`src/rtl/rr_arb4.sv`:
```
// Round-robin arbiter over N requesters with a per-owner hold limit; registered grant, one-edge latency.
// No backpressure: req is level-sensitive and en low revokes the grant at the next edge.
module rr_arb4 #(
    parameter int N        = 4,
    parameter int MAX_HOLD = 4
) (
    input  logic                          i_clock,
    input  logic                          i_reset,
    input  logic                          i_en,
    input  logic [N-1:0]                  i_req,
    output logic [N-1:0]                  o_gnt,
    output logic [((N > 1) ? $clog2(N) : 1)-1:0] o_gnt_id,
    output logic                          o_busy,
    output logic                          o_req_up
);
    localparam int IW = (N > 1) ? $clog2(N) : 1;
    localparam int HW = $clog2(MAX_HOLD + 1);

    typedef enum logic {IDLE, OWN} state_t;

    state_t          r_state, w_state_nxt;
    logic [IW-1:0]   r_owner, w_owner_nxt;
    logic [IW-1:0]   r_last,  w_last_nxt;
    logic [HW-1:0]   r_hold_cnt, w_hold_nxt;

    logic [N-1:0]    w_owner_oh;
    logic [N-1:0]    w_cand;
    logic            w_found;
    logic [IW-1:0]   w_win;

    assign w_owner_oh = {{(N-1){1'b0}}, 1'b1} << r_owner;

    // The owner is masked out while it holds, so a forced rotation can never re-pick it.
    always_comb begin
        w_cand  = (r_state == OWN) ? (i_req & ~w_owner_oh) : i_req;
        w_found = 1'b0;
        w_win   = '0;
        for (int i = 1; i <= N; i++) begin
            int idx;
            idx = (int'(r_last) + i) % N;
            if (!w_found && w_cand[IW'(idx)]) begin
                w_found = 1'b1;
                w_win   = IW'(idx);
            end
        end
    end

    always_comb begin
        w_state_nxt = r_state;
        w_owner_nxt = r_owner;
        w_last_nxt  = r_last;
        w_hold_nxt  = r_hold_cnt;
        if (!i_en) begin
            w_state_nxt = IDLE;
            w_hold_nxt  = '0;
        end else begin
            case (r_state)
                IDLE: begin
                    if (w_found) begin
                        w_state_nxt = OWN;
                        w_owner_nxt = w_win;
                        w_last_nxt  = w_win;
                        w_hold_nxt  = HW'(1);
                    end
                end
                OWN: begin
                    if (!i_req[r_owner]) begin
                        if (w_found) begin
                            w_owner_nxt = w_win;
                            w_last_nxt  = w_win;
                            w_hold_nxt  = HW'(1);
                        end else begin
                            w_state_nxt = IDLE;
                            w_hold_nxt  = '0;
                        end
                    end else if (r_hold_cnt < HW'(MAX_HOLD)) begin
                        w_hold_nxt = r_hold_cnt + HW'(1);
                    end else begin
                        // Limit reached: rotate if anyone else waits, otherwise restart the hold window.
                        if (w_found) begin
                            w_owner_nxt = w_win;
                            w_last_nxt  = w_win;
                        end
                        w_hold_nxt = HW'(1);
                    end
                end
                default: begin
                    w_state_nxt = IDLE;
                    w_hold_nxt  = '0;
                end
            endcase
        end
    end

    always_ff @(posedge i_clock or posedge i_reset) begin
        if (i_reset) begin
            r_state    <= IDLE;
            r_owner    <= '0;
            r_last     <= IW'(N - 1);
            r_hold_cnt <= '0;
        end else begin
            r_state    <= w_state_nxt;
            r_owner    <= w_owner_nxt;
            r_last     <= w_last_nxt;
            r_hold_cnt <= w_hold_nxt;
        end
    end

    assign o_busy   = (r_state == OWN);
    assign o_gnt    = o_busy ? w_owner_oh : '0;
    assign o_gnt_id = o_busy ? r_owner : '0;
    assign o_req_up = |i_req;

endmodule

```
`config.mk`:
```
export PLATFORM = sky130hd
export DESIGN_NAME = rr_arb4
export DESIGN_NICKNAME = d
export VERILOG_FILES = /design/src/rtl/rr_arb4.sv
export SDC_FILE = /design/constraint.sdc
export NUM_CORES = 1
export LEC_CHECK = 0
export CORE_ASPECT_RATIO = 1.25
export CORE_MARGIN = 1.5
export CORE_UTILIZATION = 35
export DETAILED_ROUTE_END_ITERATION = 10
export HOLD_SLACK_MARGIN = 0.06
export PLACE_DENSITY_LB_ADDON = 0.08
export SLEW_MARGIN = 15
export SYNTH_ARGS = -nofsm -noshare
export SYNTH_HDL_FRONTEND = slang
export SYNTH_SLANG_ARGS = --single-unit
```
`constraint.sdc`:
```
create_clock -name i_clock -period 2.01 [get_ports i_clock]
set_input_delay 0.201 -clock i_clock [delete_from_list [all_inputs] [get_ports i_clock]]
set_output_delay 0.201 -clock i_clock [all_outputs]
set_load 0.02 [all_outputs]
```
# [Word-level counts from Yosys, hierarchy flattened]
# Cells that the tools add are included.
[word_totals] reg_bits=8 input_bits=7 output_inout_bits=8 wordCells=72
[classes] n_addsub=5 order_cmp=6 n_eq_ne=2 shifts=1 muxes=43 bitwise_logic=3 reduce_logical=8
[op_table] cell="2-bit 2-to-1 mux" n=11
[op_table] cell="1-bit 2-to-1 mux" n=17
[op_table] cell="2-bit by 4-bit < comparator with 1-bit output (second input constant)" n=4
[op_table] cell="3-bit 2-to-1 mux" n=4
[op_table] cell="1-bit binary-select mux with 2-bit select" n=5
[op_table] cell="4-bit 2-to-1 mux" n=2
[op_table] cell="2-bit case mux with 2 select lines" n=2
[op_table] cell="3-bit inequality test (second input constant)" n=2
[op_table] cell="3-bit case mux with 2 select lines" n=1
[op_table] cell="2-bit by 1-bit adder with 2-bit output (second input constant)" n=2
[op_table] cell="2-bit adder (second input constant)" n=2
[op_table] cell="4-bit bitwise AND" n=1
[op_table] cell="4-bit inverter" n=1
[op_table] cell="4-bit OR reduction" n=1
[op_table] cell="1-bit by 2-bit << shifter with 4-bit output (first input constant)" n=1
[op_table] cell="3-bit by 1-bit adder with 3-bit output (second input constant)" n=1
[op_table] cell="1-bit logical AND" n=3
[op_table] cell="1-bit logical NOT" n=3
[op_table] cell="2-bit by 3-bit < comparator with 1-bit output (second input constant)" n=1
[op_table] cell="3-bit < comparator (second input constant)" n=1
[op_table] cell="1-bit case mux with 2 select lines" n=1
[op_table] cell="2-bit AND reduction" n=1
[op_table] cell="1-bit inverter" n=1

# [Longest topological paths before layout]
# Gate-level depths: netlist (run 1).
[depth] ltp_word=21 depth_mapped=6 depth_no_buf=5

# [Least setup slack after synthesis (run 1)]
# Ideal clock, no wire load.
[synth_path] path_type="flip-flop to flip-flop" startpoint="reg r_state, in the netlist o_busy" endpoint="reg r_owner[1]" setup_time_ns=0.124 arrival_time_ns=1.866 slack_ns=0.021 path_stages_with_launch=7 cell_sequence="dfrtp_1 -> buf_2 -> nor3b_1 -> nor2_1 -> a2bb2oi_1 -> o31ai_1 -> o21ai_1"
[synth_between] elab_chain_len=18 word_cells_on_any_way=34 cone_classes="1 x eq/ne; 25 x mux; 1 x bitwise; 7 x reduce/logical"
[synth_lines] item="start: declaration" line_no="21" rtl="state_t r_state, w_state_nxt;"
[synth_lines] item="start signal: assignment" line_no="102" rtl="r_state <= w_state_nxt;"
[synth_lines] item="4-bit 2-to-1 mux" line_no="35" rtl="w_cand = (r_state == OWN) ? (i_req & ~w_owner_oh) : i_req;"
[synth_lines] item="1-bit binary-select mux with 2-bit select" line_no="41" rtl="if (!w_found && w_cand[IW'(idx)]) begin"
[synth_lines] item="1-bit 2-to-1 mux (not written as such) (2 in series)" line_no="41"
[synth_lines] item="1-bit 2-to-1 mux" line_no="41"
[synth_lines] item="1-bit logical NOT" line_no="41"
[synth_lines] item="1-bit logical AND" line_no="41"
[synth_lines] item="1-bit 2-to-1 mux" line_no="41"
[synth_lines] item="1-bit logical NOT" line_no="41"
[synth_lines] item="1-bit logical AND" line_no="41"
[synth_lines] item="1-bit 2-to-1 mux" line_no="41"
[synth_lines] item="1-bit logical NOT" line_no="41"
[synth_lines] item="1-bit logical AND" line_no="41"
[synth_lines] item="2-bit 2-to-1 mux or 1-bit 2-to-1 mux (tied branches)" line_no="41"
[synth_lines] item="2-bit 2-to-1 mux" line_no="59, 68, 80"
[synth_lines] item="2-bit 2-to-1 mux" line_no="76" rtl="end else if (r_hold_cnt < HW'(MAX_HOLD)) begin"
[synth_lines] item="2-bit 2-to-1 mux" line_no="67" rtl="if (!i_req[r_owner]) begin"
[synth_lines] item="2-bit case mux with 2 select lines" line_no="57" rtl="case (r_state)"
[synth_lines] item="end signal: assignment" line_no="103" rtl="r_owner <= w_owner_nxt;"
[synth_lines] item="end: declaration" line_no="22" rtl="logic [IW-1:0] r_owner, w_owner_nxt;"
# Several ways; a longest one is shown, not always the timed one. The select of a mux whose other input is x is not followed.
# A chain may end at the register's enable or synchronous reset.

# [Worst setup path in the final report (run 1)]
[layout_path] startpoint="in i_req[0]" endpoint="out o_req_up"
[layout_between] elab_chain_len=1
[layout_lines] item="start: declaration" line_no="10" rtl="input logic [N-1:0] i_req,"
[layout_lines] item="4-bit OR reduction" line_no="112" rtl="assign o_req_up = |i_req;"
[layout_lines] item="end: declaration" line_no="14" rtl="output logic o_req_up"
# No other way between the ends.

==> results of run 1 <==
==> metal layers <==
metal | up-vias | share of wire (%)
li1 | 347 | -
met1 | 337 | 44
met2 | 17 | 50
met3 | 5 | 3.8
met4 | 0 | 2.6
met5 | - | 0
==> timing repair <==
action	CTS	global route
gates resized for setup	1	3
setup endpoints to repair	1	4
buffers inserted	0	2
==> sequential cells by signal, summed over array words and instances, names as in the netlist <==
register,count
r_hold_cnt,3
r_last,2
r_owner,2
o_busy,1
==> cells by family after synthesis <==
group	Yosys count	share of synthesized area, %
AND/OR/NAND/NOR	32	27.82
AO/OA/AOI/OAI	23	26.23
buffers and inverters	11	7.217
flip-flops	8	28.52
multiplexers	5	7.218
XOR/XNOR	1	1.233
adder cells (fa/ha/maj)	1	1.760
==> power by group through the flow <==
stage               registers (mW)  logic (mW)  clock network [mW]
floorplan                    0.252       0.443                   0
global placement             0.335       0.517                   0
detailed placement           0.337       0.519                   0
CTS                          0.334       0.520               0.133
global route                 0.352       0.594               0.149
finish                       0.343       0.536               0.126
==> worst max-delay path by stage <==
stage,from,endpoint,slack [ns],cells after the start
floorplan,o_busy,r_owner[1],0.02,6
global placement,i_req[0],o_req_up,0.03,5
detailed placement,i_req[2],r_owner[0],0.08,6
CTS,r_owner[1],o_gnt[0],0.01,2
global route,r_owner[0],o_gnt[1],0.01,3
finish,i_req[0],o_req_up,0.1,5
==> worst max-delay path, cell delays in order <==
cell and delay, ns:
clkdlybuf4s50_1 0.50, nor4_2 0.29, buf_4 0.16, inv_1 0.03, clkdlybuf4s50_1 0.52
==> layout by cell type, fill, tap and decap left out, drive strengths merged, types with 2 or more instances in the layout <==
cell type and n:
dfstp 2, o2111ai 2, a21oi 4, a211oi 2, buf 8, dfrtp 6
nand3b 4, mux2i 4, nor3 2, nor2b 4, nor4 2, and3 2
a32oi 2, nand2b 3, inv 6, and2 2, clkdlybuf4s50 14, nand2 3
clkbuf 4, o21ai 4, nor2 5
==> through the flow <==
| step | setup slack, ns | utilization (%) | hold slack (ns) | instances | power, mW |
|---|---|---|---|---|---|
| 3_5_place_dp | 0.07858 | 46.06 | 0.4588 | 116 | 0.8559 |
| 5_1_grt | 0.01371 | 48.90 | 0.2236 | 122 | 1.095 |
| 4_1_cts | 0.009906 | 47.48 | 0.1825 | 120 | 0.9877 |
| 6_report | 0.09865 | 48.90 | 0.1811 | 122 | 1.006 |
| 2_1_floorplan | 0.02053 | - | 0.01523 | 81 | 0.6954 |
| 3_3_place_gp | 0.02989 | 46.06 | 0.4562 | 116 | 0.8519 |
==> cell type report <==
| cell class | instances | area (sq um) | share of cell area (%) |
|---|---|---|---|
| clock buffers | 4 | 26.28 | 2.774 |
| inverters | 6 | 22.52 | 2.378 |
| multi-input cells | 62 | 467.9 | 49.41 |
| flip-flops and latches | 8 | 205.2 | 21.66 |
| well taps | 20 | 25.02 | 2.642 |
| repair buffers | 22 | 200.2 | 21.14 |
==> flow_summary.json, run 1 <==
{
  "run_status": "finished, final reports clean",
  "finalMaxSlewViolations": 0,
  "switching_share_pct": 41.94,
  "timing.final.hold_violations": 0,
  "antenna_left": 0,
  "min_period_ns": 1.911,
  "grt_pass1_vias": 709,
  "r2r-end": "r_hold_cnt[0]",
  "use_met1_pct": 18.63,
  "grt_util_met2_pct": 29.85,
  "p_int_mw": 0.5840,
  "worstMarginPinSlew_ns": 0.3626,
  "synth_area_leaders": "dfrtp_1 (21%), dfstp_2 (7.4%), mux2i_1 (5.6%)",
  "clk_latency_ns": 0.25,
  "power_frac_clock_pct": 12.6,
  "core_area_sq_um": 1937,
  "dieHeight_microns": 53.38,
  "initial_core_util_pct": 36.69,
  "h-tree-depth": 1,
  "synth_cell_types": 43,
  "cap_violations": 0,
  "p_comb_share_pct": 53.3,
  "skew_ns": 0.006728,
  "seqPwrFrac_pct": 34.1,
  "finalSetupTns_ns": 0,
  "netlist_top_cells_count": "dfrtp_1 (6), inv_1 (6), nor2_1 (5)",
  "ff2ff_path_depth": 5,
  "die_x_microns": 43.31,
  "wire_per_inst_microns": 13.93,
  "syn_nets": 89,
  "cp.arrival_ns": 1.71,
  "yosysTopAreaCell": "dfrtp_1",
  "avgViaCountPerCell": 5.787,
  "cts_root_buf": "clkbuf_4",
  "syn_inst": 81,
  "leakage_nw": 0.3878,
  "crit_required_ns": 1.81,
  "hpwl_mm": 1.313,
  "post_dp_cell_area_sq_um": 892.1,
  "p_sw_mw": 0.4218,
  "final_nets": 111,
  "critPathMaxFanout": 6,
  "clk_pin_slew_ns": 0.05,
  "place_congestion": 0.7929,
  "critPathLaunchType": "input port",
  "rrSetupSlack_ns": 0.19,
  "cts_buffer_depth": 2,
  "rsz0062_at_grt": "no",
  "port_buffers": 14,
  "relSlewSlack_pct": 75.64,
  "postLayoutCellArea_sq_um": 947.2,
  "yosys_register_bits": 8,
  "grt_pass1_wl_mm": 2.939,
  "ir_worst_vdd_mv": 0.6294,
  "fillers": 205,
  "drtIter0Drc": 10,
  "io_pins": 15,
  "overflow": 0,
  "end_kind": "output port",
  "numCtsBuffers": 3,
  "areaGrowthSynthToFinish_pct": 33.27,
  "vias": 706,
  "wirelength_mm": 1.700,
  "ys_seq_area_share_pct": 28.52,
  "drc": 0,
  "grt_use_total_pct": 17.15,
  "r2r_start": "r_owner[0]",
  "diodes": 0,
  "avgSynthCellArea_sq_um": 8.774,
  "clock_sinks": 8,
  "finalSetupViolCount": 0,
  "drt-pass1-iter-count": 4,
  "clock.fmax_ghz": 0.5232,
  "post-route-period-util_pct": 95.09,
  "antenna_found_initial": 0,
  "synth_edf_count": 0,
  "synth_area_sq_um": 710.7,
  "ys_warn_count": 0,
  "rows": 18,
  "yosysTopAreaCellShare_pct": 21.13,
  "use_met3_pct": 2.048,
  "grt.busiest_layer": "met2",
  "yosys_most_used_dff": "dfrtp_1",
  "drive_above_1_share_pct": 22.55,
  "cellPowerDensity_nw_per_um2": 1062,
  "ctsHoldBuffers": 0,
  "crit_type": "in -> out",
  "hold_class": "in -> async",
  "grt_max_degree": 12,
  "cts_tree": "built",
  "die-area_sq_um": 2312,
  "async_flop_share_pct": 100.0
}
Note: power is estimated with default switching activity, not from simulation.
==> run 2, diff against run 1 <==
- CORE_MARGIN: 1.5 -> 4
- GPL_TIMING_DRIVEN: unset -> 0
==> run 2 against run 1 <==
Compared with the run above: hold slack improved by 0.0025 ns; sequential cell count unchanged; clock skew about the same; non-clock buffer count decreased by 4; critical endpoint unchanged; register-to-register slack improved by 0.12 ns; wire length decreased by 1.1%.
==> flow_summary.json, run 2 (synthesis gave the netlist of run 1 again) <==
{
  "multiInputGateArea_sq_um": 476.7,
  "p_sw_mw": 0.4158,
  "drive_above_1_share_pct": 17.35,
  "seqPwrFrac_pct": 26.3,
  "fin_ws_ns": 0.09346,
  "top_register": "r_hold_cnt",
  "end_kind": "output port",
  "largest_reg_flops": 3,
  "cellPowerDensity_nw_per_um2": 1077,
  "timing.final.hold_violations": 0,
  "skew_ns": 0.006644,
  "cts_buffer_depth": 2,
  "clock_sinks": 8,
  "cts_root_buf": "clkbuf_4",
  "io_pins": 15,
  "grt_use_total_pct": 12.45,
  "numCtsBuffers": 3,
  "p_comb_share_pct": 61.2,
  "die-area_sq_um": 2820,
  "wirelength_mm": 1.681,
  "crit_top_cell": "clkdlybuf4s50_1",
  "clk_pin_slew_ns": 0.05,
  "critPathLaunchType": "input port",
  "finalPower_mw": 0.9867,
  "regArea_sq_um": 202.7,
  "hpwl_mm": 1.278,
  "finalMaxSlewViolations": 0,
  "h-tree-depth": 1,
  "grt_max_degree": 11,
  "relSlewSlack_pct": 75.15,
  "crit_type": "in -> out",
  "min_period_ns": 1.917,
  "overflow": 0,
  "switching_share_pct": 42.14,
  "diodes": 0,
  "die_x_microns": 48.31,
  "vias": 682,
  "grt_pass1_wl_mm": 2.925,
  "final_nets": 107,
  "postCtsSetupBuffers": 0,
  "place_congestion": 0.8016,
  "run_status": "finished, final reports clean",
  "avgViaCountPerCell": 5.829,
  "hold_class": "in -> async",
  "post-route-period-util_pct": 95.35,
  "top_regs": "r_hold_cnt (3), r_last (2), r_owner (2)",
  "ir_worst_vdd_mv": 0.6109,
  "areaGrowthSynthToFinish_pct": 28.87,
  "clk_latency_ns": 0.25,
  "finalSetupTns_ns": 0,
  "fillers": 187,
  "antenna_found_initial": 0,
  "power_frac_clock_pct": 12.5,
  "drtIter0Drc": 19,
  "utilization_pct": 49.49,
  "wire_per_inst_microns": 14.37,
  "post-place-ws_ns": -0.04391,
  "grt_pass1_vias": 722,
  "critPathMaxStageDelay_ns": 0.56,
  "rsz0062_at_grt": "no",
  "cp_slowest_cell": "clkdlybuf4s50_1",
  "drt-pass1-iter-count": 4,
  "crit_required_ns": 1.81,
  "cap_violations": 0,
  "crit_chain": "clkdlybuf4s50_1 > nor4_4 > inv_1 > clkdlybuf4s50_1",
  "p_int_mw": 0.5709,
  "port_buffers": 13,
  "drc": 0,
  "finalSetupViolCount": 0,
  "initial_core_util_pct": 38.40,
  "clock.fmax_ghz": 0.5218,
  "leakage_nw": 0.4015,
  "critPathMaxFanout": 6,
  "dieHeight_microns": 58.38,
  "cp.arrival_ns": 1.72,
  "rows": 17,
  "r2r_start": "o_busy",
  "cts_tree": "built",
  "worstMarginPinSlew_ns": 0.3728,
  "critPathLaunch": "i_req[3]",
  "antenna_left": 0,
  "rrSetupSlack_ns": 0.31,
  "ff2ff_path_depth": 6,
  "final_cell_mix": "clkdlybuf4s50_1 (11), inv_1 (6), dfrtp_1 (6)",
  "core_area_sq_um": 1851,
  "final_common_cell": "clkdlybuf4s50_1"
}
==> run 2: cell count changes in the layout (fill, tap and decap cells not counted), sizes merged <==
cell           previous run  this run
buf                       8         5
clkdlybuf4s50            14        11
dlymetal6s2s              0         2
==> run 2: through the flow <==
stage | hold slack, ns | cell area, sq um | instances
4_1_cts | 0.1861 | 897.1 | 117
2_1_floorplan | 0.01523 | 710.7 | 81
5_1_grt | 0.2391 | 915.9 | 117
3_5_place_dp | 0.4559 | 864.6 | 113
6_report | 0.1836 | 915.9 | 117
3_3_place_gp | 0.4558 | 864.6 | 113
==> run 2: area by class of cell <==
| type | instances | share of cell area (%) |
|---|---|---|
| sequential | 8 | 22.13 |
| multi-input combinational | 62 | 52.05 |
| clock buffer | 4 | 2.869 |
| tap | 19 | 2.596 |
| buffer | 5 | 3.142 |
| inverter | 6 | 2.459 |
| timing repair buffer | 13 | 14.75 |
==> run 2: power by group through the flow <==
| stage | clock (mW) | combinational [mW] | sequential [mW] |
|---|---|---|---|
| after floorplan | 0 | 0.443 | 0.252 |
| after global placement | 0 | 0.595 | 0.261 |
| after detailed placement | 0 | 0.596 | 0.260 |
| after CTS | 0.130 | 0.601 | 0.257 |
| after global routing | 0.132 | 0.659 | 0.266 |
| final | 0.123 | 0.604 | 0.260 |
==> run 2: repair_timing <==
action	CTS	global route
setup endpoints to repair	1	4
hold buffers	0	0
hold endpoints to repair	0	0
resized for setup	1	4
==> run 2: routing by layer <==
metal	track usage [%]	up-vias	routed length, microns
li1	-	335	-
met1	13.86	318	743
met2	21.83	25	814
met3	2.025	4	95
met4	7.905	0	28
met5	0	-	0
==> run 2: worst max-delay path, delay by kind of cell <==
family                 cells  cell delay [ns]
buffers and inverters      3             1.17
and+or+nand+nor            1             0.34
==> run 2: final timing paths <==
kind / to
worst max-delay path: o_req_up
worst min-delay path: o_busy
worst max register to register: r_owner[0]
worst min register to register: r_hold_cnt[1]
max in group asynchronous: r_last[1]
min in group i_clock: o_busy
==> run 3, diff against run 2 <==
- clock period: 2.01 -> 2.3 ns (I/O delays scaled with it)
==> run 3 against run 2 <==
Compared with the run above: critical path depth unchanged; global-route usage down 0.11 points; sequential cell count unchanged; register-to-register slack better by 0.29 ns; clock power down 12%; clock skew about the same; critical path type unchanged; largest power group unchanged.
==> flow_summary.json, run 3 (synthesis gave the netlist of run 1 again) <==
{
  "cellPowerDensity_nw_per_um2": 963.1,
  "ir_worst_vdd_mv": 0.5289,
  "final_cell_mix": "clkdlybuf4s50_1 (13), inv_1 (6), dfrtp_1 (6)",
  "grt_use_total_pct": 12.34,
  "r2r_start": "o_busy",
  "relSlewSlack_pct": 66.34,
  "vias": 690,
  "grt_max_degree": 11,
  "critPathTopFamily": "buffers and inverters",
  "drive_above_1_share_pct": 15.31,
  "dieHeight_microns": 58.38,
  "finalNonFillerCells": 117,
  "min_period_ns": 2.109,
  "die_x_microns": 48.31,
  "clk_latency_ns": 0.25,
  "rows": 17,
  "finalSetupTns_ns": 0,
  "crit_path_end": "o_req_up",
  "final_nets": 107,
  "port_buffers": 13,
  "post-route-period-util_pct": 91.70,
  "cts_root_buf": "clkbuf_4",
  "clock.fmax_ghz": 0.4741,
  "ctsHoldBuffers": 0,
  "cap_violations": 0,
  "final_common_cell": "clkdlybuf4s50_1",
  "path_buf_inv": 3,
  "initial_core_util_pct": 38.40,
  "grt_pass1_wl_mm": 2.884,
  "end_kind": "output port",
  "cp.arrival_ns": 1.88,
  "post_dp_cell_area_sq_um": 864.6,
  "skew_ns": 0.006643,
  "drtIter0Drc": 24,
  "diodes": 0,
  "wirelength_mm": 1.644,
  "crit_required_ns": 2.07,
  "areaGrowthSynthToFinish_pct": 25.35,
  "io_pins": 15,
  "overflow": 0,
  "numCtsBuffers": 3,
  "top_regs": "r_hold_cnt (3), r_last (2), r_owner (2)",
  "place_congestion": 0.8016,
  "utilization_pct": 48.14,
  "rsz0062_at_grt": "no",
  "cp_slowest_cell": "clkdlybuf4s50_1",
  "core_area_sq_um": 1851,
  "largest_reg_flops": 3,
  "top_register": "r_hold_cnt",
  "cts_buffer_depth": 2,
  "rrSetupSlack_ns": 0.60,
  "critPathMaxStageDelay_ns": 0.55,
  "cts_resized": 0,
  "hpwl_mm": 1.278,
  "worstMarginPinSlew_ns": 0.5003,
  "cts_tree": "built",
  "crit_chain": "clkdlybuf4s50_1 > nor4_1 > inv_1 > clkdlybuf4s50_1",
  "critPathMaxFanout": 6,
  "critPathLaunchType": "input port",
  "crit_type": "in -> out",
  "crit_cells": 4,
  "antenna_found_initial": 0,
  "ff2ff_path_depth": 6,
  "crit_top_cell": "clkdlybuf4s50_1",
  "r2r-end": "r_owner[0]",
  "critPathLaunch": "i_req[3]",
  "drt-pass1-iter-count": 4,
  "h-tree-depth": 1,
  "avgViaCountPerCell": 5.897,
  "clk_pin_slew_ns": 0.05,
  "leakage_nw": 0.3649,
  "antenna_left": 0,
  "placed_cells": 113,
  "drc": 0,
  "postCtsSetupBuffers": 0,
  "finalSetupViolCount": 0,
  "timing.final.hold_violations": 0,
  "hold_class": "in -> async",
  "die-area_sq_um": 2820,
  "wire_per_inst_microns": 14.05,
  "run_status": "finished, final reports clean",
  "postLayoutCellArea_sq_um": 890.9,
  "finalMaxSlewViolations": 0,
  "clock_sinks": 8,
  "grt_pass1_vias": 709
}
==> run 3: cell count changes in the layout (fill, tap and decap cells not counted), sizes merged <==
cell	previous run	this run
clkdlybuf4s50	11	13
dlymetal6s2s	2	0
==> run 3: how the worst min path moves through the flow <==
stage	start	endpoint	slack [ns]	depth (start not counted)
detailed placement	i_reset	r_owner[1]	0.48	2
floorplan	i_reset	o_busy	0.04	1
CTS	i_reset	o_busy	0.22	2
finish	i_reset	o_busy	0.21	2
global placement	i_reset	r_owner[1]	0.48	2
global route	i_reset	o_busy	0.27	2
==> run 3: final cells by class <==
| type | count | area, sq um |
|---|---|---|
| Multi-Input combinational cell | 62 | 456.7 |
| Inverter | 6 | 22.52 |
| Tap cell | 19 | 23.77 |
| Sequential cell | 8 | 202.7 |
| Fill cell | 188 | 959.7 |
| Clock buffer | 4 | 26.28 |
| Buffer | 5 | 28.78 |
| Timing Repair Buffer | 13 | 130.1 |
==> run 3: per-stage QoR <==
stage,hold slack (ns),worst slack (ns),power [mW]
after CTS,0.2151,0.1893,0.8628
after global placement,0.4848,0.1772,0.7480
after floorplan,0.04423,0.3105,0.6077
after detailed placement,0.4849,0.1881,0.7481
after global routing,0.2718,0.03014,0.9181
final,0.2120,0.1908,0.8580
==> run 3: per-layer routing <==
layer	GRT usage, %	vias to the layer above	wire, microns
li1	-	336	-
met1	13.86	331	724
met2	21.46	19	784
met3	2.025	4	106
met4	7.905	0	29
met5	0	-	0
==> run 3: power breakdown <==
group | total [mW] | switching (mW) | internal [mW] | leakage, nW
sequential | 0.226 | 0.0323 | 0.194 | 0.0962
combinational | 0.524 | 0.286 | 0.238 | 0.254
clock | 0.108 | 0.0416 | 0.0659 | 0.0150
